[config.mk]
export PLATFORM = sky130hd
export DESIGN_NAME = imem_arbiter
export DESIGN_NICKNAME = d
export VERILOG_FILES = /design/src/rtl/imem_arbiter.sv
export SDC_FILE = /design/constraint.sdc
export NUM_CORES = 1
export LEC_CHECK = 0
export CAP_MARGIN = 20
export CORE_MARGIN = 3
export CORE_UTILIZATION = 26
export DETAILED_ROUTE_END_ITERATION = 16
export GPL_TIMING_DRIVEN = 0
export PLACE_DENSITY = 0.79
export SLEW_MARGIN = 20
export SYNTH_ARGS = -nofsm -noshare
export SYNTH_HDL_FRONTEND = slang
export SYNTH_SLANG_ARGS = --single-unit
export TNS_END_PERCENT = 30
[constraint.sdc]
create_clock -name i_clk -period 1.7 [get_ports i_clk]
set_input_delay 0.34 -clock i_clk [delete_from_list [all_inputs] [get_ports i_clk]]
set_output_delay 0.34 -clock i_clk [all_outputs]
set_load 0.005 [all_outputs]
[src/rtl/imem_arbiter.sv]
// Instruction-memory arbiter: loader-only BOOT phase, then fetch-priority RUN with loader anti-starvation.
// Optional IMEM_ALIGN_CHECK_EN: misaligned fetches return NOP (flagged), misaligned loader writes are dropped.
//
// state | meaning
// ------+--------------------------------------------------------------
// BOOT  | core held (stall), memory owned by the loader
// RUN   | fetch has priority, loader served when idle or when starved
module imem_arbiter #(
    parameter int          ADDR_W     = 20,
    parameter int          STARVE_MAX = 8,
    parameter logic [31:0] NOP_INSTR  = 32'h00000013
) (
    input  logic              i_clk,
    input  logic              i_rst_n,
    input  logic              i_fetch_req,
    input  logic [31:0]       i_fetch_adr,
    output logic              o_fetch_gnt,
    output logic              o_fetch_valid,
    output logic [31:0]       o_fetch_instr,
    output logic              o_stall,
    input  logic              i_ld_valid,
    input  logic [31:0]       i_ld_adr,
    input  logic [31:0]       i_ld_data,
    output logic              o_ld_ready,
    input  logic              i_ld_done,
    output logic              o_boot_done,
    output logic [ADDR_W-1:0] o_mem_adr,
    output logic              o_mem_we,
    output logic [31:0]       o_mem_wdata,
    input  logic [31:0]       i_mem_rdata
`ifdef IMEM_ALIGN_CHECK_EN
    ,
    output logic              o_fetch_misalign
`endif
);

    localparam int CNT_W = $clog2(STARVE_MAX + 1);
    localparam logic [CNT_W-1:0] STARVE_LIM = CNT_W'(STARVE_MAX);

    typedef enum logic {BOOT, RUN} state_t;

    state_t           state;
    state_t           state_next;
    logic [CNT_W-1:0] starve_cnt;
    logic             sel_ld;
    logic             ld_aligned;
    logic             fetch_aligned;
    logic             unused_hi;

    // Upper address bits are outside the memory and deliberately ignored.
    assign unused_hi = ^{i_fetch_adr[31:ADDR_W], i_ld_adr[31:ADDR_W]};

`ifdef IMEM_ALIGN_CHECK_EN
    assign ld_aligned    = (i_ld_adr[1:0] == 2'b00);
    assign fetch_aligned = (i_fetch_adr[1:0] == 2'b00);
`else
    assign ld_aligned    = 1'b1;
    assign fetch_aligned = 1'b1;
`endif

    always_comb begin
        state_next  = state;
        o_fetch_gnt = 1'b0;
        o_ld_ready  = 1'b0;
        o_stall     = 1'b0;
        sel_ld      = 1'b0;
        case (state)
            BOOT: begin
                o_ld_ready = 1'b1;
                o_stall    = 1'b1;
                sel_ld     = 1'b1;
                if (i_ld_done) begin
                    state_next = RUN;
                end
            end
            RUN: begin
                if (i_ld_valid && (starve_cnt == STARVE_LIM)) begin
                    o_ld_ready = 1'b1;
                    sel_ld     = 1'b1;
                    o_stall    = i_fetch_req;
                end else if (i_fetch_req) begin
                    o_fetch_gnt = 1'b1;
                end else begin
                    o_ld_ready = 1'b1;
                    sel_ld     = 1'b1;
                end
            end
            default: state_next = BOOT;
        endcase
    end

    // A misaligned loader word is still handshaken, just never written.
    assign o_mem_we    = sel_ld && i_ld_valid && ld_aligned;
    assign o_mem_adr   = sel_ld ? i_ld_adr[ADDR_W-1:0] : i_fetch_adr[ADDR_W-1:0];
    assign o_mem_wdata = i_ld_data;

    always_ff @(posedge i_clk or negedge i_rst_n) begin
        if (!i_rst_n) begin
            state       <= BOOT;
            o_boot_done <= 1'b0;
        end else begin
            state       <= state_next;
            o_boot_done <= (state_next == RUN);
        end
    end

    always_ff @(posedge i_clk or negedge i_rst_n) begin
        if (!i_rst_n) begin
            starve_cnt <= '0;
        end else if ((state == RUN) && i_ld_valid && !o_ld_ready) begin
            if (starve_cnt != STARVE_LIM) begin
                starve_cnt <= starve_cnt + 1'b1;
            end
        end else begin
            starve_cnt <= '0;
        end
    end

    always_ff @(posedge i_clk or negedge i_rst_n) begin
        if (!i_rst_n) begin
            o_fetch_valid <= 1'b0;
            o_fetch_instr <= NOP_INSTR;
        end else begin
            o_fetch_valid <= o_fetch_gnt;
            if (o_fetch_gnt) begin
                o_fetch_instr <= fetch_aligned ? i_mem_rdata : NOP_INSTR;
            end
        end
    end

`ifdef IMEM_ALIGN_CHECK_EN
    always_ff @(posedge i_clk or negedge i_rst_n) begin
        if (!i_rst_n) begin
            o_fetch_misalign <= 1'b0;
        end else begin
            o_fetch_misalign <= o_fetch_gnt && !fetch_aligned;
        end
    end
`endif

endmodule

==> impl_summary.txt <==
----------------------------------------------------
[Outcome]
  Status ... finished with violations
  Violated checks ... hold timing, setup timing

[Detailed routing]
  Number of optimization iterations in the first detailed-route pass ... 3
  Number of DRC markers after the initial detailed-route iteration ... 34
  DRC ... 0
  Total wire length ... 6210 um
  WL per Instance ... 14.2 um
  Detail Route Antenna Nets ... 0
  Total vias in the final route ... 1,810
  Vias per cell ... 4.15

[Synthesis]
  Top FF cell, synth ... dfrtp_1
  Post-synthesis sequential element count ... 38
  Main area contributors after synthesis ... dfrtp_1 43%, mux2_4 18%, mux2_2 15%
  FFs w/ async S/R, synth ... 100%
  Ys Warns ... 0
  Library cell with the largest summed area after synthesis ... dfrtp_1
  Synthesized netlist net count ... 281
  Synth unique cells ... 19
  Seq/Total Area, Yosys ... 46.5%
  Area share of the largest cell type after synthesis ... 42.7%
  Number of flops mapped to enable cells by yosys ... 0
  Average cell area after synthesis ... 14.1 um2
  Post-Synthesis Cells ... 146
  Synth cell count leaders ... 35 x dfrtp_1, 32 x buf_4, 27 x mux2_2
  Dominant cell by count in the synthesized netlist ... dfrtp_1
  Netlist area before placement ... 0.00205 mm2

[Global route]
  Number of antenna violations at the first check in global routing ... 0
  Total Routing Usage GR ... 12.4%
  First-pass GRT wire length ... 8800 um
  Global route total overflow ... 0
  Number of global-route vias before repair ... 1,895
  Pin count of the biggest net entering global routing ... 21

[Critical path]
  Crit Path Category ... register to primary output
  Endpoint arrival time on the critical path ... 1950 ps
  Register-to-register path setup slack ... -170 ps
  R2R Path Start ... starve_cnt[0]$_DFFE_PN0P_
  Worst R2R End ... o_fetch_instr[5]$_DFFE_PN0P_
  Kind of start point of the critical path ... register
  Destination of the critical timing path ... o_mem_adr[14]
  Worst setup path start ... starve_cnt[0]$_DFFE_PN0P_
  Data required time of the worst path ... 1360 ps
  CP max FO ... 8
  R2R cell count ... 10
  Crit end category ... primary output

[Timing]
  Highest clock rate ... 437 MHz
  Setup Viol. Count Final ... 33
  Unrepaired setup endpoints after global routing ... true
  Setup TNS after final layout ... -13,490 ps
  Max transition margin ... 67.8%
  Final Slew Violations ... 0
  Final worst hold slack ... -2.14 ps
  Hold Vio Cnt, Final ... 2
  Transition at the pin with the smallest max-transition slack ... 482 ps
  Worst Setup Slack, final ... -587 ps
  Fin crit period ... 2290 ps
  Tcrit/Tclk final ... 135%
  Clock tree skew after final layout ... 6.32 ps

[Floorplan]
  Initial Utilization ... 27.6%
  Boundary Pins ... 223
  Die Footprint ... 0.00900 mm2
  Die height ... 94.9 um
  Horizontal extent of the die ... 94.9 um
  Area of the placeable core ... 0.00745 mm2
  Placement row count ... 31

[Clock network]
  Buffer type at the clock tree root ... clkbuf_8
  CTS Buffer Depth ... 2
  Number of hold buffers added after CTS ... 0
  Clock-pin slew on the worst setup and hold paths ... 90 ps
  CTS sink cnt ... 38
  Insertion delay of the later-clocked pin in the worst-skew pair ... 290 ps
  Maximum level of the CTS H-tree ... 2
  Clock tree from TritonCTS ... built
  Number of buffers created by CTS ... 5

[Cells and area]
  Filler instances ... 624
  Antenna Diode Count ... 0
  Sequential Area ... 955 um2
  Area used by multi-input combinational logic ... 805 um2
  Post-layout net count ... 471
  Area growth from synthesis to layout ... 106%
  Fraction of layout instances using a drive strength above 1 ... 44.5%
  Post-Route Utilization ... 56.9%

[Power]
  Leakage power summed over all cells ... 1.94 nW
  Overall power after layout ... 2.85 mW
  Worst voltage drop across the vdd grid ... 0.000333 V
  Power density normalized to cell area ... 673 mW/mm2

[Place]
  Estimated wirelength of the detail-placed design ... 4780 um
  Routability congestion estimate ... 0.645
  # port buffers ... 166

[Hold path]
  Worst Hold Class ... input pin to asynchronous set/reset pin

[Run]
  Reported max-cap violation count ... 0

----------------------------------------------------
## report_power, final
part,internal (mW),switching [mW]
sequential,0.992,0.0393
clock,0.588,0.346
combinational,0.655,0.228
total,2.24,0.613
## per-stage QoR
| stage | setup slack, ps | cell area (um2) | std cells |
|---|---|---|---|
| 6_report | -587 | 4230 | 436 |
| 5_1_grt | -675 | 4230 | 436 |
| 4_1_cts | -581 | 4160 | 430 |
| 3_5_place_dp | -1000 | 3870 | 412 |
| 3_3_place_gp | -995 | 3850 | 411 |
| 2_1_floorplan | -68.3 | 2060 | 146 |
## logic make-up (layout without fill, tap and decap cells)
logic type,count (synthesis),after routing,synth area share (%)
xor gates and xnor gates,2,2,0.853
buffers and inverters,42,233,15.1
adders and majority gates,2,2,1.22
muxes,52,52,33.1
DFF,38,38,46.5
and+or+nand+nor,9,9,2.99
AOI/OAI and AO/OA,1,1,0.244
## final cells by class
class                      count  share of cell area (%)
inverter                       4                   0.355
multi-input combinational     66                    19.0
tap                           99                    2.93
buffer                        38                    8.10
clock buffer                   5                    1.63
sequential                    38                    22.5
clock inverter                 3                    1.63
timing repair buffer         183                    43.8
## worst max-delay path: stages, from the launching register on
cell and delay, ps:
dfrtp_1 400, inv_2 90, ha_4 130, nand4b_1 150, nand3_2 120, inv_2 60
buf_12 140, buf_12 140, mux2_4 300, buf_6 120
## flip-flops by register name, summed over array words and instances, names as in the netlist
register	cells
starve_cnt	4
state	1
o_fetch_instr	32
o_fetch_valid	1
## layout by cell type (no fill, tap or decap), drive strengths merged
master         Yosys  final
xor2               1      1
inv                4      4
clkinv             0      1
clkdlybuf4s50      0    137
nand3              2      2
dfrtp             35     35
dfstp              3      3
xnor2              1      1
nand4b             1      1
mux2              52     52
dlygate4sd2        0      1
ha                 2      2
o21ai              1      1
and2               1      1
and3               4      4
clkbuf             0      6
or2                1      1
buf               38     78
bufinv             0      2
dlymetal6s2s       0      3
clkdlybuf4s15      0      1
## repair_timing
item                       4_1_cts  5_1_grt
pin swaps                        2        2
setup endpoints to repair       29       62
resized for setup              122       13
setup buffers                    9        6
cloned                           1        0
## routing by layer
| layer | vias to the layer above | track usage, % | wire, um |
|---|---|---|---|
| met5 | - | 0 | 0 |
| met4 | 0 | 3.37 | 44 |
| li1 | 845 | - | - |
| met2 | 113 | 23.0 | 3310 |
| met1 | 848 | 13.0 | 2080 |
| met3 | 4 | 5.02 | 774 |
## worst min-delay path by stage
stage | startpoint | to | slack, ps | depth (start not counted)
2_1_floorplan | i_rst_n | o_fetch_instr[10]$_DFFE_PN0P_ | 40 | 0
3_3_place_gp | o_fetch_instr[14]$_DFFE_PN0P_ | o_fetch_instr[14]$_DFFE_PN0P_ | 490 | 1
3_5_place_dp | i_rst_n | o_fetch_instr[12]$_DFFE_PN0P_ | 330 | 1
4_1_cts | i_rst_n | o_fetch_instr[12]$_DFFE_PN0P_ | 2 | 1
5_1_grt | i_rst_n | o_fetch_instr[12]$_DFFE_PN0P_ | 30 | 1
6_report | i_rst_n | o_fetch_instr[12]$_DFFE_PN0P_ | -2 | 1
(Power assumes the default switching activity.)
